--- config.mk ---
export PLATFORM = sky130hd
export DESIGN_NAME = sub_chunk_engine
export DESIGN_NICKNAME = d
export VERILOG_FILES = /design/src/rtl/sub_chunk_pkg.sv /design/src/rtl/sub_chunk_popcount.sv /design/src/rtl/sub_chunk_engine.sv
export SDC_FILE = /design/constraint.sdc
export NUM_CORES = 1
export LEC_CHECK = 0
export CAP_MARGIN = 20
export CORE_MARGIN = 1.5
export CORE_UTILIZATION = 52
export CTS_BUF_LIST = sky130_fd_sc_hd__clkbuf_8
export DETAILED_ROUTE_END_ITERATION = 8
export PLACE_DENSITY_LB_ADDON = 0.3
export SKIP_LAST_GASP = 1
export SLEW_MARGIN = 20
export SYNTH_ARGS = -nofsm -noshare
export SYNTH_HDL_FRONTEND = slang
export SYNTH_SLANG_ARGS = --single-unit
export TNS_END_PERCENT = 20
--- constraint.sdc ---
create_clock -name clk_i -period 8.29 [get_ports clk_i]
set_input_delay 1.658 -clock clk_i [delete_from_list [all_inputs] [get_ports clk_i]]
set_output_delay 1.658 -clock clk_i [all_outputs]
set_load 0.01 [all_outputs]
--- src/rtl/sub_chunk_pkg.sv ---
// Shared types and constants for the sub-chunk engine: sizing parameters,
// derived field widths, FSM state encoding, error codes and address helpers.
package sub_chunk_pkg;

   localparam int RD_CYC_NUM      = 8;
   localparam int PREFIX_SUM_SIZE = 32;
   localparam int OUTPUT_BUF_NUM  = 64;
   localparam int FIL_NZ_DEPTH    = 32;
   localparam int CNT_W           = 16;

   localparam int RD_ADDR_W = $clog2(RD_CYC_NUM);
   localparam int SHIFT_W   = $clog2(PREFIX_SUM_SIZE);
   localparam int BUF_SEL_W = $clog2(OUTPUT_BUF_NUM);
   localparam int FIL_NZ_W  = $clog2(FIL_NZ_DEPTH);
   localparam int BEAT_W    = $clog2(RD_CYC_NUM + 1);
   localparam int POP_W     = $clog2(PREFIX_SUM_SIZE + 1);

   localparam logic [1:0] ERR_NONE    = 2'd0;
   localparam logic [1:0] ERR_OVERRUN = 2'd1;
   localparam logic [1:0] ERR_WINDOW  = 2'd2;

   typedef enum logic [2:0] {
      IDLE,
      PRIME,
      FETCH,
      FLUSH,
      DONE
   } state_t;

   // Sparsemap addresses wrap from the last word back to word 0.
   function automatic logic [RD_ADDR_W-1:0] addr_inc(input logic [RD_ADDR_W-1:0] a);
      if (a == RD_ADDR_W'(RD_CYC_NUM - 1)) begin
         return '0;
      end
      return a + 1'b1;
   endfunction

   // Number of words in an inclusive window; last < first means it wrapped.
   function automatic logic [BEAT_W-1:0] beat_count(input logic [RD_ADDR_W-1:0] first,
                                                    input logic [RD_ADDR_W-1:0] last);
      logic [BEAT_W-1:0] f;
      logic [BEAT_W-1:0] l;
      f = BEAT_W'(first);
      l = BEAT_W'(last);
      if (l >= f) begin
         return l - f + 1'b1;
      end
      return l + BEAT_W'(RD_CYC_NUM) - f + 1'b1;
   endfunction

endpackage

--- src/rtl/sub_chunk_popcount.sv ---
// Combinational population count of one sparsemap word.
module sub_chunk_popcount
   import sub_chunk_pkg::*;
#(
   parameter int W  = PREFIX_SUM_SIZE,
   parameter int CW = $clog2(PREFIX_SUM_SIZE + 1)
)
(
   input  logic [W-1:0]  vec,
   output logic [CW-1:0] count
);

   // Sum every set bit of the input word.
   always_comb begin
      count = '0;
      for (int i = 0; i < W; i++) begin
         count = count + CW'(vec[i]);
      end
   end

endmodule

--- src/rtl/sub_chunk_engine.sv ---
// Responder for one inner-loop sub-chunk: streams filter and IFM sparsemap
// words, aligns IFM words by the commanded bit shift, counts positions that
// are non-zero in both, then pulses end together with an accumulator write.
// Optional error checking is built when SUB_CHUNK_ERR_CHK_EN is defined.
module sub_chunk_engine
   import sub_chunk_pkg::*;
(
   input  logic                       clk_i,
   input  logic                       rst_n_i,
   input  logic                       sub_chunk_start_i,
   input  logic [RD_ADDR_W-1:0]       rd_fil_sparsemap_first_i,
   input  logic [RD_ADDR_W-1:0]       rd_fil_sparsemap_last_i,
   input  logic [FIL_NZ_W-1:0]        rd_fil_nonzero_dat_first_i,
   input  logic [RD_ADDR_W-1:0]       rd_ifm_sparsemap_first_i,
   input  logic [SHIFT_W-1:0]         sparsemap_shift_left_i,
   input  logic [RD_ADDR_W-1:0]       rd_ifm_sparsemap_next_i,
   input  logic [BUF_SEL_W-1:0]       acc_buf_sel_i,
   output logic                       fil_rd_en_o,
   output logic [RD_ADDR_W-1:0]       fil_rd_addr_o,
   input  logic [PREFIX_SUM_SIZE-1:0] fil_dat_i,
   output logic                       ifm_rd_en_o,
   output logic [RD_ADDR_W-1:0]       ifm_rd_addr_o,
   input  logic [PREFIX_SUM_SIZE-1:0] ifm_dat_i,
   output logic                       acc_wr_en_o,
   output logic [BUF_SEL_W-1:0]       acc_buf_sel_o,
   output logic [FIL_NZ_W-1:0]        fil_nz_base_o,
   output logic [CNT_W-1:0]           match_cnt_o,
   output logic                       sub_chunk_end_o,
   output logic                       busy_o
`ifdef SUB_CHUNK_ERR_CHK_EN
   ,
   output logic                       err_o,
   output logic [1:0]                 err_code_o
`endif
);

   state_t                     state;
   logic [BEAT_W-1:0]          beats_left;
   logic [SHIFT_W-1:0]         shift_q;
   logic [RD_ADDR_W-1:0]       ifm_next_q;
   logic                       fil_vld;
   logic                       ifm_vld;
   logic [PREFIX_SUM_SIZE-1:0] ifm_prev;
   logic [PREFIX_SUM_SIZE-1:0] aligned;
   logic [SHIFT_W:0]           rshift;
   logic [POP_W-1:0]           pop;
   logic [CNT_W:0]             cnt_sum;
   logic                       accept;
   logic [BEAT_W-1:0]          cmd_beats;

   assign accept    = sub_chunk_start_i && ((state == IDLE) || (state == DONE));
   assign cmd_beats = beat_count(rd_fil_sparsemap_first_i, rd_fil_sparsemap_last_i);

   // Sequence the command: latch fields, drive both read ports, signal completion.
   always_ff @(posedge clk_i or negedge rst_n_i) begin
      if (!rst_n_i) begin
         state           <= IDLE;
         beats_left      <= '0;
         shift_q         <= '0;
         ifm_next_q      <= '0;
         acc_buf_sel_o   <= '0;
         fil_nz_base_o   <= '0;
         fil_rd_en_o     <= 1'b0;
         fil_rd_addr_o   <= '0;
         ifm_rd_en_o     <= 1'b0;
         ifm_rd_addr_o   <= '0;
         sub_chunk_end_o <= 1'b0;
         acc_wr_en_o     <= 1'b0;
         busy_o          <= 1'b0;
      end else begin
         sub_chunk_end_o <= 1'b0;
         acc_wr_en_o     <= 1'b0;
         case (state)
            IDLE, DONE: begin
               if (accept) begin
                  acc_buf_sel_o <= acc_buf_sel_i;
                  fil_nz_base_o <= rd_fil_nonzero_dat_first_i;
                  shift_q       <= sparsemap_shift_left_i;
                  ifm_next_q    <= rd_ifm_sparsemap_next_i;
                  beats_left    <= cmd_beats;
                  fil_rd_addr_o <= rd_fil_sparsemap_first_i;
                  ifm_rd_en_o   <= 1'b1;
                  ifm_rd_addr_o <= rd_ifm_sparsemap_first_i;
                  busy_o        <= 1'b1;
                  if (sparsemap_shift_left_i != '0) begin
                     state       <= PRIME;
                     fil_rd_en_o <= 1'b0;
                  end else begin
                     state       <= FETCH;
                     fil_rd_en_o <= 1'b1;
                  end
               end else begin
                  state       <= IDLE;
                  busy_o      <= 1'b0;
                  fil_rd_en_o <= 1'b0;
                  ifm_rd_en_o <= 1'b0;
               end
            end
            PRIME: begin
               state         <= FETCH;
               fil_rd_en_o   <= 1'b1;
               ifm_rd_en_o   <= 1'b1;
               ifm_rd_addr_o <= addr_inc(ifm_rd_addr_o);
            end
            FETCH: begin
               if (beats_left <= BEAT_W'(1)) begin
                  state         <= FLUSH;
                  fil_rd_en_o   <= 1'b0;
                  ifm_rd_en_o   <= 1'b1;
                  ifm_rd_addr_o <= ifm_next_q;
               end else begin
                  beats_left    <= beats_left - 1'b1;
                  fil_rd_addr_o <= addr_inc(fil_rd_addr_o);
                  ifm_rd_addr_o <= addr_inc(ifm_rd_addr_o);
               end
            end
            FLUSH: begin
               state           <= DONE;
               ifm_rd_en_o     <= 1'b0;
               sub_chunk_end_o <= 1'b1;
               acc_wr_en_o     <= 1'b1;
            end
            default: begin
               state       <= IDLE;
               busy_o      <= 1'b0;
               fil_rd_en_o <= 1'b0;
               ifm_rd_en_o <= 1'b0;
            end
         endcase
      end
   end

   // Track which cycles carry returned read data and keep the previous IFM word.
   always_ff @(posedge clk_i or negedge rst_n_i) begin
      if (!rst_n_i) begin
         fil_vld  <= 1'b0;
         ifm_vld  <= 1'b0;
         ifm_prev <= '0;
      end else begin
         fil_vld <= fil_rd_en_o;
         ifm_vld <= ifm_rd_en_o;
         if (ifm_vld) begin
            ifm_prev <= ifm_dat_i;
         end
      end
   end

   // Splice the older IFM word above the current one and take the top word.
   always_comb begin
      rshift = (SHIFT_W + 1)'(PREFIX_SUM_SIZE) - {1'b0, shift_q};
      if (shift_q != '0) begin
         aligned = (ifm_prev << shift_q) | (ifm_dat_i >> rshift);
      end else begin
         aligned = ifm_dat_i;
      end
   end

   sub_chunk_popcount #(
      .W  (PREFIX_SUM_SIZE),
      .CW (POP_W)
   ) u_popcount (
      .vec   (aligned & fil_dat_i),
      .count (pop)
   );

   assign cnt_sum = {1'b0, match_cnt_o} + {{(CNT_W + 1 - POP_W){1'b0}}, pop};

   // Clear on a new command, then add each beat's matches, saturating.
   always_ff @(posedge clk_i or negedge rst_n_i) begin
      if (!rst_n_i) begin
         match_cnt_o <= '0;
      end else if (accept) begin
         match_cnt_o <= '0;
      end else if (fil_vld) begin
         match_cnt_o <= cnt_sum[CNT_W] ? {CNT_W{1'b1}} : cnt_sum[CNT_W-1:0];
      end
   end

`ifdef SUB_CHUNK_ERR_CHK_EN
   logic overrun;
   logic window_bad;

   assign overrun    = sub_chunk_start_i &&
                       ((state == PRIME) || (state == FETCH) || (state == FLUSH));
   assign window_bad = accept &&
                       (rd_fil_sparsemap_first_i == addr_inc(rd_fil_sparsemap_last_i));

   // Record the first protocol error and hold it until reset.
   always_ff @(posedge clk_i or negedge rst_n_i) begin
      if (!rst_n_i) begin
         err_o      <= 1'b0;
         err_code_o <= ERR_NONE;
      end else if (!err_o) begin
         if (overrun) begin
            err_o      <= 1'b1;
            err_code_o <= ERR_OVERRUN;
         end else if (window_bad) begin
            err_o      <= 1'b1;
            err_code_o <= ERR_WINDOW;
         end
      end
   end
`endif

endmodule
# Yosys cells after proc, flatten, opt, wreduce, memory -nomap -nowiden

Index checks and enable logic that the tools add are counted.

Bits in registers: 86
Bits in latches: 0
Bits in writable memories: 0
ROM bits: 0
Input bits: 95
Output and inout port bits: 38
Word-level logic and storage cells: 128
Memories kept: 0

$add $sub $neg: 41
$mul: 0
Divide/modulo/power cells: 0
Order comparisons: 2
Equal/unequal tests: 9
Shift operators: 2
Multiplexer cells: 41
Bitwise operators: 3
Reduce and logical (&&, ||, !) cells: 14

Operators with widths:

| kind                  | count |
|---|---|
| $add A6 B1 Y6         | 30 |
| $mux W16              | 3 |
| $mux W3               | 11 |
| $and A32 B32 Y32      | 1 |
| $mux W32              | 1 |
| $or A32 B32 Y32       | 1 |
| $shl A32 B5 Y32       | 1 |
| $shr A32 B6 Y32       | 1 |
| $add A16 B6 Y17       | 1 |
| $mux W4               | 4 |
| $mux W1               | 14 |
| $pmux W3 S4           | 1 |
| $reduce_bool A5 Y1    | 2 |
| $eq A3 B3 Y1 const B  | 3 |
| $pmux W3 S3           | 1 |
| $add A4 B1 Y4 const B | 2 |
| $pmux W4 S2           | 1 |
| $add A3 B1 Y3 const B | 2 |
| $eq A3 B2 Y1 const B  | 2 |
| $ne A2 B2 Y1 const B  | 3 |
| $pmux W3 S2           | 1 |
| $reduce_and A2 Y1     | 3 |
| $sub A6 B5 Y6 const A | 1 |
| $add A3 B4 Y4 const B | 1 |
| 20 further kinds      | 21 |

# Logic depth before layout (Yosys ltp)

Depth after elaboration: 40
Mapped depth: 36
Gate-level depth less buffers: 31

# Hierarchy

A second synthesis with hierarchy kept.

Cells, all modules: 937
Area total of the unflattened synthesis: 9,141.3 um^2

Modules (own cells, without submodules):

| module             | times used | cells each | area an instance (um^2) | seq. area each (um^2) |
|---|---|---|---|---|
| sub_chunk_engine   | 1          | 866        | 8,390.5                 | 2,152.1 |
| sub_chunk_popcount | 1          | 71         | 750.7                   | 0.0 |

# Least setup slack after synthesis

OpenSTA, ideal clock, no wires.

Kind: input port to flip-flop
From: input port ifm_dat_i[29]
To: register match_cnt_o[15]
Setup time: 0.134 ns
Arrival: 8.735 ns
Required time: 8.156 ns
Setup slack: -0.580 ns
Stages on the path: 24
Buffers on the path: 0
Path through: mux4_1 -> mux2_2 -> nand2_1 -> o21ai_0 -> a211oi_1 -> o21ai_1 -> ha_1 -> inv_1 -> fa_1 -> fa_1 -> fa_1 -> fa_1 -> fa_1 -> fa_1 -> fa_1 -> fa_1 -> inv_1 -> fa_1 -> a21o_1 -> a21oi_1 -> o21bai_1 -> a21o_1 -> nor4bb_1 -> nor3_1

Cells in the longest elaborated chain, start to end: 39

RTL lines:

| item                        | line                     | RTL |
|---|---|---|
| from (decl)                 | sub_chunk_engine.sv:23   | `input logic [PREFIX_SUM_SIZE-1:0] ifm_dat_i,` |
| $shr A32 B6 Y32             | sub_chunk_engine.sv:152  | `aligned = (ifm_prev << shift_q) \| (ifm_dat_i >> rshift);` |
| $or A32 B32 Y32             | sub_chunk_engine.sv:152  |  |
| $mux W32 *                  | sub_chunk_engine.sv:151  | `if (shift_q != '0) begin` |
| $and A32 B32 Y32 *          | sub_chunk_engine.sv:162  | `.vec (aligned & fil_dat_i),` |
| $add A1 B1 Y2               | sub_chunk_popcount.sv:17 | `count = count + CW'(vec[i]);` |
| $add A6 B1 Y6 (29 in a row) | sub_chunk_popcount.sv:17 |  |
| $add A6 B1 Y6 *             | sub_chunk_popcount.sv:17 |  |
| $add A16 B6 Y17 *           | sub_chunk_engine.sv:166  | `assign cnt_sum = {1'b0, match_cnt_o} + {{(CNT_W + 1 - POP_W){1'b0}}, pop};` |
| $mux W16 *                  | sub_chunk_engine.sv:175  | `match_cnt_o <= cnt_sum[CNT_W] ? {CNT_W{1'b1}} : cnt_sum[CNT_W-1:0];` |
| $mux W16 *                  | sub_chunk_engine.sv:174  | `end else if (fil_vld) begin` |
| $mux W16 *                  | sub_chunk_engine.sv:172  | `end else if (accept) begin` |
| to (signal assigned)        | sub_chunk_engine.sv:175  |  |
| to (decl)                   | sub_chunk_engine.sv:27   | `output logic [CNT_W-1:0] match_cnt_o,` |

Every way passes the cells marked *; elsewhere a longest branch is shown, timed or not. The select of a mux whose other input is x is not followed.
A chain may end at the register's enable or synchronous reset.

# Worst setup path in the final report

From: input port ifm_dat_i[11]
To: register match_cnt_o[5]

The elaborated chain is that of the path after synthesis.

==> impl_metrics.yaml <==
floorplan:
  die_w_um: 132
  die_h_um: 132
  row_count: 47
  ios: 133
  die-area_mm2: 0.0175
  start_util_pct: 52.7
  core_area_mm2: 0.0165
routing:
  via_per_inst: 6.33
  drt_iter0_drc: 841
  vias: 8838
  wire_per_inst_um: 23.7
  drt-pass1-iter-count: 7
  ant_nets: 0
  drc: 0
  drt-total-wl_um: 33000
synth:
  synth_top_cells_by_area: "dfrtp_1 25%, mux4_2 11%, mux2_2 7.0%"
  yosys_warnings: 0
  synth-seq-cells: 86
  synth_fp_nets: 1086
  syn_inst: 937
  ys_top_cells_by_count: "143 x nand2_1, 86 x dfrtp_1, 58 x nor2_1"
  synth_edf_count: 0
  synth_top_area_share_pct: 24.8
  synth_area_mm2: 0.00868
  synthArstFlopShare_pct: 100
  synth.most_common_cell: "nand2_1"
  syn_area_per_cell_um2: 9.26
  synth_ff_type: "dfrtp_1"
  ys_seq_area_share_pct: 24.8
  synth.largest_area_cell: "dfrtp_1"
  synth_cell_types: 69
clocking:
  holdBufCountCts: 0
  cts_max_level: 3
  insertion_delay_ns: 0.38
  clockBufferDepth: 2
  root_buffer: "clkbuf_8"
  cts_buffers: 9
  cts_tree: "done"
  clk_pin_slew_ns: 0.10
  numClockSinks: 86
global_route:
  grt_pass1_wl_um: 50400
  antenna_found_initial: 0
  gr-total-overflow: 0
  track_usage_pct: 38.2
  grt_max_degree: 69
  grt_pass1_vias: 8801
final_layout:
  regArea_mm2: 0.00216
  multiInputGateArea_mm2: 0.00619
  drive_above_1_share_pct: 28.8
  nets: 1321
  finish.instance_area_mm2: 0.0114
  area_delta_synth_final_pct: 31.9
  num-fill-cells: 1327
  antenna_cells: 0
timing:
  worst_slack_ns: -0.206
  setup_viol: 15
  slew_headroom_pct: 23.9
  worstMarginPinSlew_ns: 1.13
  rsz0062_at_grt: "yes"
  fin_crit_ns: 8.50
  hold_viol: 0
  setup-tns-final_ns: -1.52
  slew_viol_final: 0
  finalClockSkew_ns: 0.0145
  timing.final.crit_share_pct: 102
  fmax_mhz: 118
placement:
  pre_cts_ws_ns: -1.23
  postPlaceCellArea_mm2: 0.0111
  place.port_buffers: 132
  gp_congestion: 1.03
  hpwl_um: 26000
setup_path:
  cp.required_ns: 8.57
  start_kind: "input pin"
  crit_fanout: 2
  end_kind: "flop"
  critical_path_class: "in2reg"
  crit_arrival_ns: 8.78
status:
  status: "finished with violations"
  violations: "negative setup slack"
hold_path:
  worst_hold_path_type: "reg2reg"
job:
  maxCapViolCount: 0
worst max-delay path, stage by stage:
cell	delay (ns)
clkdlybuf4s15_1	0.21
mux4_2	0.53
mux2_4	0.30
nor2_4	0.08
a311oi_2	0.06
o21ai_1	0.13
a21oi_1	0.08
ha_1	0.31
inv_2	0.04
fa_1	0.56
fa_2	0.45
fa_2	0.54
fa_1	0.43
fa_1	0.52
fa_1	0.44
fa_2	0.37
fa_2	0.54
inv_2	0.05
ha_1	0.26
a21o_1	0.15
a21o_1	0.17
a21oi_2	0.21
nor2_1	0.08
or4_1	0.47
o211a_1	0.14
final timing paths:
| kind | startpoint | endpoint | slack (ns) | cells past startpoint |
|---|---|---|---|---|
| max in group asynchronous | rst_n_i | shift_q[0]$_DFFE_PN0P_ | 5.89 | 2 |
| worst max register to register | shift_q[0]$_DFFE_PN0P_ | match_cnt_o[5]$_DFFE_PN0P_ | 0.09 | 27 |
| min in group asynchronous | rst_n_i | match_cnt_o[0]$_DFFE_PN0P_ | 1.16 | 1 |
| worst max-delay path | ifm_dat_i[11] | match_cnt_o[5]$_DFFE_PN0P_ | -0.21 | 25 |
| worst min-delay path | ifm_rd_en_o$_DFFE_PN0N_ | ifm_vld$_DFF_PN0_ | 0.44 | 0 |
| worst min register to register | ifm_rd_en_o$_DFFE_PN0N_ | ifm_vld$_DFF_PN0_ | 0.44 | 0 |
logic make-up (layout without fill, tap and decap cells):
logic type                 count (synthesis)  in the layout  synth area share [%]
adders and majority gates                 54             54                  10.0
DFF                                       86             86                  24.8
muxes                                    148            148                  24.7
xor gates and xnor gates                  11             11                  1.20
and+or+nand+nor                          283            283                  14.4
buffers and inverters                    117            356                  6.11
AOI/OAI and AO/OA                        238            238                  18.8
metrics by stage:
stage | instances | utilization (%) | hold slack, ns
after floorplan | 937 | - | 0.435
after global placement | 1368 | 67.2 | 0.415
after detailed placement | 1368 | 67.2 | 0.416
after CTS | 1388 | 68.7 | 0.439
after global routing | 1396 | 69.5 | 0.455
final | 1396 | 69.5 | 0.444
area by class of cell:
| cell class | count | share of cell area (%) |
|---|---|---|
| Multi-Input combinational cell | 734 | 54.1 |
| Timing Repair Buffer | 287 | 21.6 |
| Sequential cell | 86 | 18.8 |
| Tap cell | 220 | 2.41 |
| Inverter | 54 | 1.77 |
| Clock buffer | 9 | 1.08 |
| Clock inverter | 6 | 0.295 |
placed cells by master, fill, tap and decap left out, types with 12 or more instances in the layout:
cell               n
a211oi_1          12
a21oi_1           47
buf_2             14
buf_4            146
clkdlybuf4s50_1   99
dfrtp_1           85
fa_1              21
ha_1              28
inv_1             47
mux2_2            49
mux2i_1           39
mux4_2            44
nand2_1          141
nand3_1           12
nor2_1            56
nor3_1            19
o211ai_1          16
o21ai_0           33
o21ai_1           18
o221ai_1          22
what timing repair did:
action | CTS | global route
endpoints found under the setup margin | 16 | 16
setup buffers | 5 | 8
resized for setup | 100 | 46
pin swaps | 16 | 19
routing by layer:
metal	GRT usage (%)	routed length, µm	vias to the layer above
met5	0	0	-
li1	-	-	3934
met2	62.5	15300	496
met3	5.50	2610	109
met1	48.5	13100	4299
met4	22.2	2130	0
state kept, by name (all words and copies together), names as in the netlist:
name / flops
fil_vld: 1
fil_rd_addr_o: 3
ifm_rd_addr_o: 3
shift_q: 5
ifm_next_q: 3
match_cnt_o: 16
ifm_vld: 1
ifm_prev: 32
fil_nz_base_o: 5
acc_buf_sel_o: 6
sub_chunk_end_o: 1
ifm_rd_en_o: 1
busy_o: 1
beats_left: 4
state: 3
fil_rd_en_o: 1
Power is not shown: default switching activity piles up to over one toggle a cycle in this logic, so the estimate is an artifact.
